==> src/rtl/pipe_hazard_ctrl.sv <==
// Pipeline sequencing controller: load-use bubbles, redirect squashes,
// memory-wait freeze with timeout, sticky halt and saturating perf counters.
module pipe_hazard_ctrl #(
    parameter int TIMEOUT = 64,
    parameter int CNT_W   = 16
) (
    input  logic             clk,
    input  logic             rst,
    input  logic [2:0]       IFID_rs,
    input  logic [2:0]       IFID_rt,
    input  logic             IFID_rs_used,
    input  logic             IFID_rt_used,
    input  logic             IDEX_MemToReg,
    input  logic             IDEX_RegWrite,
    input  logic [2:0]       IDEX_WriteRegSel,
    input  logic             ex_redirect,
    input  logic             dmem_busy,
    input  logic             halt_req,
    output logic             pc_enable,
    output logic             IFID_enable,
    output logic             IDEX_enable,
    output logic             EXMEM_enable,
    output logic             IFID_flush,
    output logic             IDEX_flush,
    output logic             halted,
    output logic             timeout_err,
    output logic [CNT_W-1:0] stall_cnt,
    output logic [CNT_W-1:0] flush_cnt
);

    typedef enum logic [1:0] {
        RUN      = 2'd0,
        MEM_WAIT = 2'd1,
        HALT     = 2'd2
    } state_e;

    state_e           state_q, state_d;
    logic [15:0]      wait_q, wait_d;
    logic             tmo_q, tmo_d;
    logic [CNT_W-1:0] stall_q, flush_q;
    logic [16:0]      wait_nx;
    logic             load_use;
    logic             stall_inc;
    logic             flush_inc;

    assign load_use = IDEX_MemToReg & IDEX_RegWrite &
                      ((IFID_rs_used & (IFID_rs == IDEX_WriteRegSel)) |
                       (IFID_rt_used & (IFID_rt == IDEX_WriteRegSel)));

    assign wait_nx = {1'b0, wait_q} + 17'd1;

    // Halt cycles freeze the pipe but are not counted as stalls.
    assign stall_inc = ~pc_enable & (state_q != HALT);
    assign flush_inc = IFID_flush;

    always_ff @(posedge clk or negedge rst) begin
        if (!rst) begin
            state_q <= RUN;
            wait_q  <= '0;
            tmo_q   <= 1'b0;
            stall_q <= '0;
            flush_q <= '0;
        end else begin
            state_q <= state_d;
            wait_q  <= wait_d;
            tmo_q   <= tmo_d;
            if (stall_inc && !(&stall_q)) begin
                stall_q <= stall_q + CNT_W'(1);
            end
            if (flush_inc && !(&flush_q)) begin
                flush_q <= flush_q + CNT_W'(1);
            end
        end
    end

    always_comb begin
        state_d = state_q;
        wait_d  = wait_q;
        tmo_d   = tmo_q;
        unique case (state_q)
            RUN: begin
                if (dmem_busy) begin
                    state_d = MEM_WAIT;
                    wait_d  = 16'd1;
                end else if (halt_req) begin
                    state_d = HALT;
                end
            end
            MEM_WAIT: begin
                if (dmem_busy) begin
                    if (wait_nx >= 17'(TIMEOUT)) begin
                        state_d = HALT;
                        tmo_d   = 1'b1;
                    end else begin
                        wait_d = wait_nx[15:0];
                    end
                end else begin
                    state_d = halt_req ? HALT : RUN;
                    wait_d  = '0;
                end
            end
            HALT: begin
                state_d = HALT;
            end
            default: begin
                state_d = RUN;
            end
        endcase
    end

    // MEM_WAIT with busy low falls through to the RUN priority chain.
    always_comb begin
        pc_enable    = 1'b1;
        IFID_enable  = 1'b1;
        IDEX_enable  = 1'b1;
        EXMEM_enable = 1'b1;
        IFID_flush   = 1'b0;
        IDEX_flush   = 1'b0;
        if (rst) begin
            if ((state_q == HALT) || dmem_busy) begin
                pc_enable    = 1'b0;
                IFID_enable  = 1'b0;
                IDEX_enable  = 1'b0;
                EXMEM_enable = 1'b0;
            end else if (ex_redirect) begin
                IFID_flush = 1'b1;
                IDEX_flush = 1'b1;
            end else if (load_use) begin
                pc_enable   = 1'b0;
                IFID_enable = 1'b0;
                IDEX_flush  = 1'b1;
            end
        end
    end

    assign halted      = (state_q == HALT);
    assign timeout_err = tmo_q;
    assign stall_cnt   = stall_q;
    assign flush_cnt   = flush_q;

endmodule
==> config.mk <==
export PLATFORM = sky130hd
export DESIGN_NAME = pipe_hazard_ctrl
export DESIGN_NICKNAME = d
export VERILOG_FILES = /design/src/rtl/pipe_hazard_ctrl.sv
export SDC_FILE = /design/constraint.sdc
export NUM_CORES = 1
export LEC_CHECK = 0
export BUFFER_PORTS_ARGS = -buffer_cell sky130_fd_sc_hd__buf_4
export CAP_MARGIN = 20
export CORE_MARGIN = 2
export CORE_UTILIZATION = 40
export DETAILED_ROUTE_END_ITERATION = 12
export GPL_ROUTABILITY_DRIVEN = 0
export PLACE_DENSITY = 0.69
export SETUP_SLACK_MARGIN = 0.05
export SLEW_MARGIN = 10
export SYNTH_ARGS = -nofsm -noshare
export SYNTH_HDL_FRONTEND = slang
export SYNTH_SLANG_ARGS = --single-unit
==> constraint.sdc <==
create_clock -name clk -period 2.7 [get_ports clk]
set_input_delay 0.54 -clock clk [delete_from_list [all_inputs] [get_ports clk]]
set_output_delay 0.54 -clock clk [all_outputs]
set_load 0.1 [all_outputs]
* Yosys cells after proc, flatten, opt, wreduce, memory -nomap -nowiden
Cells that the tools add are included.
** Storage, ports and cells
- Bits in registers :: 51
- Input port bits :: 18
- Output and inout port bits :: 40
- Word-level logic and storage cells :: 60
** Operators by class
- $add $sub $neg :: 3
- Magnitude comparators :: 1
- Eq/ne operators :: 9
- Multiplexer cells :: 23
- Bitwise gates (word level) :: 7
- Reduce and logical (&&, ||, !) cells :: 12
** Operators by type and width (number)
- 2-to-1 mux 16 bit :: 3
- adder 16 x 1 -> 16 bit (second input constant) :: 2
- case mux 16 bit (2 select lines) :: 1
- AND reduction 16 bit :: 2
- adder 16 x 1 -> 17 bit (second input constant) :: 1
- >= comparator 17 x 7 -> 1 bit (second input constant) :: 1
- 2-to-1 mux 1 bit :: 13
- 2-to-1 mux 2 bit :: 5
- inequality test 3 bit (second input constant) :: 3
- == test 3 bit :: 2
- case mux 2 bit (3 select lines) :: 1
- AND reduction 3 bit :: 2
- bitwise AND 1 bit :: 5
- inequality test 2 bit (second input constant) :: 2
- == test 2 x 1 -> 1 bit (second input constant) :: 1
- == test 2 bit (second input constant) :: 1
- logical AND 1 bit :: 2
- zero test 1 bit :: 2
- zero test 2 bit :: 1
- AND reduction 2 bit :: 1
- nonzero test 2 bit :: 1
- logical OR 1 bit :: 1
- NOT 1 bit :: 1
- bitwise OR 1 bit :: 1

* Logic depth before layout (Yosys ltp)
- Depth in word-level cells :: 11
- Gate-level depth with buffers :: 8
- Mapped depth without buffers :: 7

* Least setup slack after synthesis
Ideal clock, no wire load.
- Path type :: register to register
- Start point :: register state_q[0]
- End point :: register flush_q[15], in the netlist flush_cnt[15]
- Setup time :: 163 ps
- Arrival :: 3441 ps
- Required time :: 2537 ps
- Path slack :: -903 ps
- Cell stages (with the launch flop) :: 8
- Path buffers :: 0
- Clock period less this slack :: 3603 ps
- Cell sequence :: dfrtp_1 > nand2b_1 > inv_1 > nor3_2 > o21ai_1 > or3_1 > nor3_1 > xor2_1
** On the way
- Longest elaborated chain between the ends :: 5
** Ends and longest elaborated chain
- from (decl) :: RTL line 37 : state_e state_q, state_d;
- from (signal assigned) :: RTL line 64 : state_q <= state_d;
- == test 2 bit
- net halted :: RTL line 25 : output logic halted,
- logical OR 1 bit :: RTL line 120 : if ((state_q == HALT) || dmem_busy) begin
- 2-to-1 mux 1 bit :: RTL line 120
- 2-to-1 mux 1 bit :: RTL line 119 : if (rst) begin
- net IFID_flush :: RTL line 23 : output logic IFID_flush,
- logical AND 1 bit :: RTL line 70 : if (flush_inc && !(&flush_q)) begin
- to (signal assigned) :: RTL line 71 : flush_q <= flush_q + CNT_W'(1);
- to (decl) :: RTL line 40 : logic [CNT_W-1:0] stall_q, flush_q;
The timed path passes the listed nets, and every way through them passes these cells.
A chain may end at the register's enable or synchronous reset.

* Worst setup path in the final report
- Start point :: register wait_q[0]
- End point :: register wait_q[4]
** On the way
- Longest elaborated chain between the ends :: 4
- Elaborated cells on any way between the ends :: 7
- Classes of those cells :: 1 x add/sub; 1 x order compare; 1 x eq/ne; 3 x mux; 1 x reduce/logical
** Ends and longest elaborated chain
- from (decl) :: RTL line 38 : logic [15:0] wait_q, wait_d;
- from (signal assigned) :: RTL line 65 : wait_q <= wait_d;
- adder 16 x 1 -> 17 bit (*) :: RTL line 50 : assign wait_nx = {1'b0, wait_q} + 17'd1;
- >= comparator 17 x 7 -> 1 bit or 2-to-1 mux 16 bit (tied branches) :: RTL line 91 : if (wait_nx >= 17'(TIMEOUT)) begin
- inequality test 3 bit (no line) or 2-to-1 mux 16 bit (tied branches)
- AND reduction 3 bit (no line) or case mux 16 bit (2 select lines) (tied branches)
Mark *: on every way between the ends. The rest lies on a longest branch, timed or not. The select of a mux whose other input is x is not followed.

==> results.yml <==
outcome:
  status: "completed"
global_route:
  grt_max_degree: 26
  grtUsageTotal: 0.161
  antenna_found_initial: 0
  grt_pass1_wl_um: 9870
  grt_pass1_vias: 2146
  grt_overflow: 0
placement:
  dpl_worst_slack_ns: 0.162
  hpwl_um: 4440
  place.port_buffers: 57
  place_area_um2: 3300
worst_setup_path:
  slowest_stage: "or4b_1"
  path_buf_inv: 0
  critPathKind: "flop to flop"
  crit_chain: "ha_1 -> and3_1 -> a311o_1 -> o21ai_2 -> o2111ai_4 -> or4b_1 -> nand3_1"
  arrival_ns: 2.67
  end_kind: "flop"
  rrSetupSlack_ns: 0.26
  required_ns: 2.93
  startpoint_type: "flop"
  slowest_delay_ns: 0.55
  cp_top_family: "simple AND/OR/NAND/NOR gates"
  r2r_end: "wait_q[4]"
  rr_worst_depth: 7
  regToRegStartpoint: "wait_q[0]"
  path_max_fanout: 10
floorplanning:
  die_w_um: 87.1
  dieArea_um2: 7590
  start_util: 0.409
  die_h_um: 87.1
  fp.coreArea_um2: 6760
  num_rows: 30
  io_pins: 58
cts:
  cts_max_level: 2
  cts_sinks: 51
  cts_setup_buffers: 0
  clock_tree.buffer_depth: 2
  hold_buffers: 0
  cts_buffers: 5
  cts_root_buffer: "clkbuf_8"
  cts_tree: "done"
  clk_latency_ns: 0.30
  cts_resized: 0
  clk_pin_slew_ns: 0.09
drt:
  dr.pass1.iters: 4
  drc: 0
  drt_iter0_markers: 53
  vias: 2240
  wirelength_um: 5890
  drt-wirelength-per-cell_um: 14.2
  ant_nets: 0
  via_per_inst: 5.38
timing:
  fin_hold_ws_ns: 0.0798
  slew_headroom: 0.466
  min_period_over_period: 0.902
  setup-violations-final: 0
  slew_viol_final: 0
  fin_crit_ns: 2.44
  fmax_mhz: 411
  worst_slack_ns: 0.265
  final_hold_viol_count: 0
  finClkSkew_ns: 0.00382
  tightest_slew_ns: 0.796
  tns_ns: 0
  rsz0062_at_grt: "no"
logic_synthesis:
  synth_cell_types: 55
  ys_warn_count: 0
  synth.avg_cell_area_um2: 9.98
  synth_nets: 298
  synth-seq-cells: 51
  yosys.area.top_type: "dfrtp_1"
  ys.flop_type: "dfrtp_1"
  syn_inst: 277
  yosysTopAreaCellShare: 0.462
  async_flop_share: 1.00
  synthTopCellsByArea: "dfrtp_1 (46%), xnor2_1 (6.7%), xor2_1 (4.4%)"
  synth_edf_count: 0
  syn_area_um2: 2760
  yosysSeqAreaShare: 0.462
final_layout:
  syn_to_final_growth_pct: 22.5
  n_antenna_cell: 0
  drive_gt1_frac: 0.277
  fin_util: 0.501
  final_cell_area_um2: 3380
  num-nets-final: 356
  mostFrequentLayoutCells: "buf_4 (60), dfrtp_1 (47), nand2_1 (27), nand3_1 (24), xnor2_1 (21)"
  final_common_cell: "buf_4"
min_path:
  hold_path.class: "primary input to asynchronous set/reset pin"
pwr:
  ir_worst_vdd_uv: 1280
  power.leakage_nw: 1.59
  powerDensity_nw_per_um2: 739
job:
  cap_violations: 0
-- per-stage QoR --
stage | total power, mW | cells
floorplan | 1.83 | 277
global placement | 2.08 | 408
detailed placement | 2.10 | 408
CTS | 2.52 | 416
global route | 2.62 | 416
finish | 2.50 | 416
-- layer usage --
metal,up-vias,GRT usage,part of all wire
met5,-,0,0
met4,0,0.0434,0.015
met3,9,0.0303,0.040
met2,52,0.257,0.46
met1,1071,0.227,0.48
li1,1108,-,-
-- registers in the layout, summed over array words and instances, names as in the netlist --
name and cells:
stall_cnt 16, state_q 2, wait_q 16, flush_cnt 16, timeout_err 1
-- worst max path at each step --
stage	startpoint	end	slack, ns	cells past startpoint
2_1_floorplan	state_q[0]	flush_cnt[15]	-0.26	7
3_3_place_gp	IDEX_WriteRegSel[1]	stall_cnt[15]	0.23	7
3_5_place_dp	IDEX_WriteRegSel[1]	stall_cnt[15]	0.16	7
4_1_cts	wait_q[0]	wait_q[4]	0.29	7
5_1_grt	wait_q[0]	wait_q[4]	0.12	7
6_report	wait_q[0]	wait_q[4]	0.26	7
-- where the power goes --
part / switching [mW] / internal, mW
Combinational: 0.832 / 0.260
Clock: 0.236 / 0.182
Sequential: 0.134 / 0.855
Total: 1.20 / 1.30
-- kinds of logic (layout without fill, tap and decap cells) --
| group | after synthesis | after routing | synth area share |
|---|---|---|---|
| adder cells (fa/ha/maj) | 3 | 3 | 0.0136 |
| AND/OR/NAND/NOR | 126 | 126 | 0.248 |
| buffers and inverters | 17 | 76 | 0.0335 |
| multiplexers | 5 | 5 | 0.0195 |
| flip-flops | 51 | 51 | 0.462 |
| XOR/XNOR | 35 | 35 | 0.111 |
| AO/OA/AOI/OAI | 40 | 40 | 0.113 |
-- final cells by class --
cell class,count,area [µm²]
Sequential cell,51,1280
Fill cell,642,3370
Multi-Input combinational cell,209,1440
Timing Repair Buffer,60,450
Inverter,8,33.8
Clock inverter,1,5.00
Clock buffer,7,76.3
Tap cell,80,100
-- Yosys cell counts (6+ instances only) --
cell type and count:
nor2_1 12, dfrtp_1 51, nand3_1 24, a21boi_0 9
nor3_1 12, and3_1 7, nand4_1 11, xnor2_1 21
inv_1 8, nand2_1 27, xor2_1 14, and2_1 6
No activity file was read; power rests on OpenSTA's default activity.
